[src/rtl/jt10_adpcmb_pkg.sv]
// Shared constants and helpers for the multi-channel ADPCM-B decoder.
package jt10_adpcmb_pkg;

  localparam int STEP_MIN_DEF = 127;
  localparam int STEP_MAX_DEF = 24576;

  // Step-size multiplier, indexed by nibble magnitude; the result is scaled by 1/64.
  function automatic logic [7:0] step_mul(input logic [2:0] mag);
    case (mag)
      3'd4:    step_mul = 8'd77;
      3'd5:    step_mul = 8'd102;
      3'd6:    step_mul = 8'd128;
      3'd7:    step_mul = 8'd153;
      default: step_mul = 8'd57;
    endcase
  endfunction

  // Clamp the raw next step into [lo, hi]. hi must fit in 15 bits.
  function automatic logic [14:0] clamp_step(input logic [16:0] ns, input int lo, input int hi);
    if (int'(ns) < lo)      clamp_step = 15'(lo);
    else if (int'(ns) > hi) clamp_step = 15'(hi);
    else                    clamp_step = ns[14:0];
  endfunction

endpackage

[src/rtl/jt10_adpcmb_core.sv]
// Stateless ADPCM-B arithmetic. The S2 half produces delta and raw next step
// from (step, mag); the S3 half applies the registered delta to x.
module jt10_adpcmb_core
  import jt10_adpcmb_pkg::*;
#(
  parameter int XW  = 16,
  localparam int NXW = XW + 2
) (
  input  logic [14:0]          step,
  input  logic [2:0]           mag,
  output logic [15:0]          d,
  output logic [16:0]          ns,
  input  logic signed [XW-1:0] x,
  input  logic                 sign,
  input  logic [15:0]          d_in,
  output logic [NXW-1:0]       nx
);

  logic [18:0]    dprod;
  logic [22:0]    sprod;
  logic [NXW-1:0] xe, de;

  // (2*mag+1)*step/8 and step*tab/64. The sum is two bits wider than x:
  // d can reach 46080, which would overflow an XW+1 sum when XW=16.
  always_comb begin
    dprod = 19'({mag, 1'b1}) * 19'(step);
    sprod = 23'(step) * 23'(step_mul(mag));
    d     = dprod[18:3];
    ns    = sprod[22:6];
    xe    = NXW'(x);
    de    = NXW'(d_in);
    nx    = sign ? (xe - de) : (xe + de);
  end

endmodule

[src/rtl/jt10_adpcmb_mch.sv]
// Time-multiplexed ADPCM-B decoder: one 4-stage pipeline shared by CH
// channels, per-channel predictor state in register arrays.
module jt10_adpcmb_mch
  import jt10_adpcmb_pkg::*;
#(
  parameter int CH       = 2,
  parameter int XW       = 16,
  parameter int STEP_MIN = STEP_MIN_DEF,
  parameter int STEP_MAX = STEP_MAX_DEF,
  localparam int CW      = (CH > 1) ? $clog2(CH) : 1
) (
  input  logic          clk,
  input  logic          rst,
  input  logic          cen,
  input  logic [3:0]    data,
  input  logic [CW-1:0] ch_in,
  input  logic          adv,
  output logic          ready,
  input  logic [CH-1:0] chon,
  input  logic [CH-1:0] clr,
  output logic [15:0]   pcm,
  output logic [CW-1:0] pcm_ch,
  output logic          pcm_valid
);

  localparam int NXW    = XW + 2;
  localparam int STAGES = 2;

  // Per-channel predictor state.
  logic [CH-1:0][XW-1:0] x_r;
  logic [CH-1:0][14:0]   step_r;

  // Stage tags: index 0 = S1, 1 = S2, 2 = S3 (result waiting for writeback).
  logic [STAGES:0]          vld_pipe;
  logic [STAGES:0][CW-1:0]  ch_pipe;

  logic [3:0]           data1;
  logic [XW-1:0]        x1, x2;
  logic [14:0]          step1;
  logic                 sign2;
  logic [15:0]          d2;
  logic [16:0]          ns2, ns3;
  logic [NXW-1:0]       nx3;

  logic [15:0]          d_c;
  logic [16:0]          ns_c;
  logic [NXW-1:0]       nx_c;

  logic                 wb_en, wb_on, xfer;
  logic [XW-1:0]        wb_x, rd_x;
  logic [14:0]          wb_step, rd_step;
  logic [STAGES:0]      hit;

  jt10_adpcmb_core #(.XW(XW)) u_core (
    .step (step1),
    .mag  (data1[2:0]),
    .d    (d_c),
    .ns   (ns_c),
    .x    (x2),
    .sign (sign2),
    .d_in (d2),
    .nx   (nx_c)
  );

  // Same-channel hazard detection over every stage that still has to write back.
  always_comb begin
    for (int i = 0; i <= STAGES; i++)
      hit[i] = vld_pipe[i] && (ch_pipe[i] == ch_in);
    ready = ~|hit;
    xfer  = cen && adv && ready && !clr[ch_in];
  end

  // Writeback values: saturate x to XW bits, clamp step; a disabled channel
  // writes its reset values instead.
  always_comb begin
    wb_en = vld_pipe[2] && !clr[ch_pipe[2]];
    wb_on = chon[ch_pipe[2]];
    if (nx3[NXW-1:XW-1] == {3{nx3[NXW-1]}}) wb_x = nx3[XW-1:0];
    else if (nx3[NXW-1])                    wb_x = {1'b1, {(XW-1){1'b0}}};
    else                                    wb_x = {1'b0, {(XW-1){1'b1}}};
    wb_step = clamp_step(ns3, STEP_MIN, STEP_MAX);
    if (!wb_on) begin
      wb_x    = '0;
      wb_step = 15'(STEP_MIN);
    end
  end

  // S1 state read, forwarding a same-edge writeback so S1 never sees stale state.
  always_comb begin
    rd_x    = x_r[ch_in];
    rd_step = step_r[ch_in];
    if (wb_en && (ch_pipe[2] == ch_in)) begin
      rd_x    = wb_x;
      rd_step = wb_step;
    end
    if (!chon[ch_in]) begin
      rd_x    = '0;
      rd_step = 15'(STEP_MIN);
    end
  end

  // Pipeline advance, writeback, clear and output registers.
  always_ff @(posedge clk) begin
    if (rst) begin
      vld_pipe  <= '0;
      ch_pipe   <= '0;
      data1     <= '0;
      x1        <= '0;
      step1     <= 15'(STEP_MIN);
      sign2     <= 1'b0;
      x2        <= '0;
      d2        <= '0;
      ns2       <= '0;
      nx3       <= '0;
      ns3       <= '0;
      pcm       <= '0;
      pcm_ch    <= '0;
      pcm_valid <= 1'b0;
      for (int i = 0; i < CH; i++) begin
        x_r[i]    <= '0;
        step_r[i] <= 15'(STEP_MIN);
      end
    end else if (cen) begin
      // S1
      vld_pipe[0] <= xfer;
      ch_pipe[0]  <= ch_in;
      data1       <= data;
      x1          <= rd_x;
      step1       <= rd_step;
      // S2
      vld_pipe[1] <= vld_pipe[0] && !clr[ch_pipe[0]];
      ch_pipe[1]  <= ch_pipe[0];
      sign2       <= data1[3];
      x2          <= x1;
      d2          <= d_c;
      ns2         <= ns_c;
      // S3
      vld_pipe[2] <= vld_pipe[1] && !clr[ch_pipe[1]];
      ch_pipe[2]  <= ch_pipe[1];
      nx3         <= nx_c;
      ns3         <= ns2;
      // S4
      pcm_valid <= wb_en;
      if (wb_en) begin
        pcm    <= wb_x[XW-1 -: 16];
        pcm_ch <= ch_pipe[2];
      end
      // Clear and disable dominate the writeback.
      for (int i = 0; i < CH; i++) begin
        if (clr[i] || !chon[i]) begin
          x_r[i]    <= '0;
          step_r[i] <= 15'(STEP_MIN);
        end else if (wb_en && (ch_pipe[2] == CW'(i))) begin
          x_r[i]    <= wb_x;
          step_r[i] <= wb_step;
        end
      end
    end
  end

endmodule
[config.mk]
export PLATFORM = sky130hd
export DESIGN_NAME = jt10_adpcmb_mch
export DESIGN_NICKNAME = d
export VERILOG_FILES = /design/src/rtl/jt10_adpcmb_pkg.sv /design/src/rtl/jt10_adpcmb_core.sv /design/src/rtl/jt10_adpcmb_mch.sv
export SDC_FILE = /design/constraint.sdc
export NUM_CORES = 1
export LEC_CHECK = 0
export ABC_AREA = 1
export BUFFER_PORTS_ARGS = -buffer_cell sky130_fd_sc_hd__buf_2
export CAP_MARGIN = 20
export CORE_MARGIN = 2
export CORE_UTILIZATION = 45
export CTS_BUF_LIST = sky130_fd_sc_hd__clkbuf_8
export DETAILED_ROUTE_END_ITERATION = 12
export PLACE_DENSITY = 0.7
export SETUP_SLACK_MARGIN = 0.4
export SYNTH_ARGS = -nofsm -noshare
export SYNTH_HDL_FRONTEND = slang
export SYNTH_SLANG_ARGS = --single-unit
[constraint.sdc]
create_clock -name clk -period 4.57 [get_ports clk]
set_clock_uncertainty 0.15 [all_clocks]
set_input_delay 0.6855 -clock clk [delete_from_list [all_inputs] [get_ports clk]]
set_output_delay 0.6855 -clock clk [all_outputs]
set_load 0.1 [all_outputs]
==> summary.md <==
| Metric | Value |
|---|---|
| Synth area leader | dfxtp_1 |
| Startpoint class of the critical path | flop |
| Die ar. | around 35,000 um2 |
| Worst-path clk slew | approximately 60 ps |
| Final Hold Vio Count | 0 |
| PortBufs | 31 |
| Ports | 32 |
| Area after DPL | between 15,000 and 20,000 um2 |
| Max H-tree Level | 2 |
| First-pass GRT wire length | between 60,000 and 70,000 um |
| Synth unique cells | 46 |
| Mean post-synth cell area | 6.87 um2 |
| Slew @ Worst Pin | approximately 1000 ps |
| Final Cell Area | around 18,000 um2 |
| Fill cell count | approximately 3,200 |
| Final setup margin | about 63 ps |
| Worst Reg-to-Reg Cells | 22 |
| Setup TNS | 0 ps |
| Max transition margin | a little under a third |
| Area grow syn2layout | 17.5% |
| RR Startpoint | data1[0] |
| HP Class | input port to flop |
| Clock buffer depth | 3 |
| Critical path, cell by cell | inv_4, buf_6, nor3_4, nor2_4, buf_12, nor2_4, fa_1, fa_1, fa_1, inv_1, fa_1, inv_2, ha_4, nand2_4, inv_2, nand2_2, nand2_1, nand3b_1, buf_4, xor2_1, o21ai_1, inv_1 |
| Top-area cell type share of the netlist area | about 27% |
| Leak | 8.52 nW |
| Largest net degree at the start of global routing | 90 |
| Cell mode on critical path | fa_1 |
| Number of routed nets with antenna violations | 0 |
| Area contributors post-synth | dfxtp_1, nand2_1, fa_1 |
| CTS tree | yes |
| Worst Path Max Fanout | 7 |
| Ys async rst share | 0% |
| CP Launch Point | data1[0] |
| Vias in the first global route | between 10,000 and 15,000 |
| Outcome | completed |
| Antenna violations before repair | 0 |
| Worst VDD drop | 0.552 mV |
| CP arrival | 4800 ps |
| Fin Hold WS | slightly above 200 ps |
| Max Slew Vio Count | 0 |
| Initial core utilization | 45.5% |
| Critical path class | flop to flop |
| DP Cell Count | about 2,700 |
| Total power | between 8 and 9 mW |
| Worst r2r dst | ns2[7] |
| CTS Buf Count | 37 |
| Critical Path End | ns2[7] |
| R2R Setup Slk | around 63 ps |
| Pre-CTS WS | -58.2 ps |
| Vias | approximately 14,000 |
| Post-DP HPWL | between 20,000 and 30,000 um |
| EDFF count, synth | 0 |
| CP max-delay cell | fa_1 |
| CP endpoint kind | flop |
| DRC viols | 0 |
| Gr ovfl total | 0 |
| Chip height | around 190 um |
| FMAX | approximately 0.22 GHz |
| DR pass1 iterations | 8 |
| Final core utilization | a little over half |
| CP peak stage delay | 510 ps |
| Register area share after synthesis | 27.2% |
| Rows | 67 |
| PD cells | 450 nW/um2 |
| ANT cells | 0 |
| Finished Layout Cells | approximately 2,800 |
| CORE AREA | ~33,000 um2 |
| Final setup fails | 0 |
| Most used DFF post-synth | dfxtp_1 |
| Register bit total from synthesis | 206 |
| Worst Path Required | a little under 5000 ps |
| Total Wirelength | 40,900 um |
| Cells after synthesis | 2,208 |
| DR WL/cell | between 10 and 15 um |
| Clk sinks | between 200 and 250 |
| Clk_lat worst skew | 570 ps |
| Max-Cap Viols | 0 |
| Avg Vias per Cell | about 5.2 |
| Yosys warnings | 0 |
| Cell area after synthesis | around 15,000 um2 |
| Min cycle time layout | 4510 ps |
| Gp weighted congestion | 0.902 |
| Clk root buf | clkbuf_8 |
| Number of DRC markers in iteration 0 | 1,051 |
| Period utilization | slightly below 100% |
| # hold bufs at CTS | 0 |
| GRT Total Usage | between 20% and 30% |
| Final nets | between 2,000 and 2,500 |
| Layout cells sized above 1 | 15.1% |
| RSZ-0062 raised after global routing | true |
| Die X | ~190 um |
| Syn Nets | roughly 2,400 |
[timing repair]
| item | 4_1_cts | 5_1_grt |
|---|---|---|
| setup endpoints to repair | 17 | 17 |
| resized for setup | 56 | 79 |
| gates cloned | 1 | 0 |
| buffers inserted | 4 | 4 |
| pin swaps | 29 | 36 |
[critical path: cells and delay by family (launching register included)]
family	cells	cell delay [ps]
buffers and inverters	8	680
and+or+nand+nor	7	840
adders and majority gates	5	2140
DFF	1	350
AOI/OAI and AO/OA	1	110
xor gates and xnor gates	1	130
[cell type report]
class | count | area, um2 | area share, %
flip-flops and latches | 206 | 4130 | 23.2
inverters | 366 | 1390 | 7.80
repair buffers | 134 | 1020 | 5.73
multi-input cells | 1539 | 9900 | 55.5
well taps | 448 | 561 | 3.14
clock buffers | 43 | 592 | 3.32
clock inverters | 25 | 233 | 1.31
[sequential cells by signal, indices dropped and copies added, names as in the netlist]
| name | cells |
|---|---|
| ch_pipe | 3 |
| d2 | 16 |
| data1 | 4 |
| ns2 | 17 |
| ns3 | 17 |
| nx3 | 18 |
| pcm | 16 |
| pcm_ch | 1 |
| pcm_valid | 1 |
| sign2 | 1 |
| step1 | 15 |
| step_r | 30 |
| vld_pipe | 3 |
| x1 | 16 |
| x2 | 16 |
| x_r | 32 |
[layer usage]
metal | wire [um] | up-vias | GRT usage [%] | part of all wire (%)
met1 | 18900 | 6836 | 32.2 | 46
met5 | 0 | - | 0 | 0
li1 | - | 7079 | - | -
met2 | 18400 | 396 | 37.4 | 45
met4 | 1070 | 0 | 7.57 | 2.6
met3 | 2590 | 76 | 3.28 | 6.3
[how the worst min path moves through the flow]
stage                     startpoint  slack, ps  cells after the start        to
after detailed placement     x_r[25]        300                      2   x_r[25]
final                        data[3]        200                      3  data1[3]
after CTS                    data[3]        180                      3  data1[3]
after global placement       x_r[22]        300                      2   x_r[22]
after global routing         data[3]        220                      3  data1[3]
after floorplan               ns2[1]        280                      2    ns3[1]
[cells by family after synthesis]
family	after synthesis	share of synthesized area, %
AND/OR/NAND/NOR	890	23.7
buffers and inverters	463	12.1
AO/OA/AOI/OAI	428	14.9
flip-flops	206	27.2
adder cells (fa/ha/maj)	182	19.9
XOR/XNOR	39	2.25
[synthesized netlist by cell type (2+ instances only)]
cell type  count
a21oi_1      216
a31o_2         2
a31oi_1       23
buf_1         10
buf_2         16
buf_6         10
clkbuf_1      59
clkinv_1      11
dfxtp_1      206
fa_1          99
ha_1          83
inv_1        348
inv_2          6
nand2_1      549
nand2_4        2
nand3_1       77
nand4_1       14
nor2_1       222
nor2_4         2
nor3_1         6
nor4_1         7
o211ai_1       5
o21ai_0      146
o21ai_1       12
o21ai_4        2
o21bai_1       4
o22ai_1       14
or2_2          2
xnor2_1        5
xor2_1        34
[where the power goes]
group	switching, mW	internal (mW)	total [mW]
clock	0.837	1.10	1.94
combinational	2.39	1.69	4.08
sequential	0.0855	1.92	2.00
total	3.31	4.71	8.03
[cells in the final DEF, fill, tap and decap left out, types with 16 or more instances in the layout]
cell / n
o21ai_1: 21
buf_2: 29
inv_1: 336
xor2_1: 32
nand2_1: 521
o21ai_0: 134
a21oi_1: 203
a31oi_1: 23
ha_4: 16
nor2_1: 194
dfxtp_1: 202
nand3_1: 71
clkbuf_8: 43
inv_2: 23
buf_4: 91
nand2_2: 22
ha_1: 66
nor2_4: 18
fa_1: 96
(Power assumes the default switching activity.)
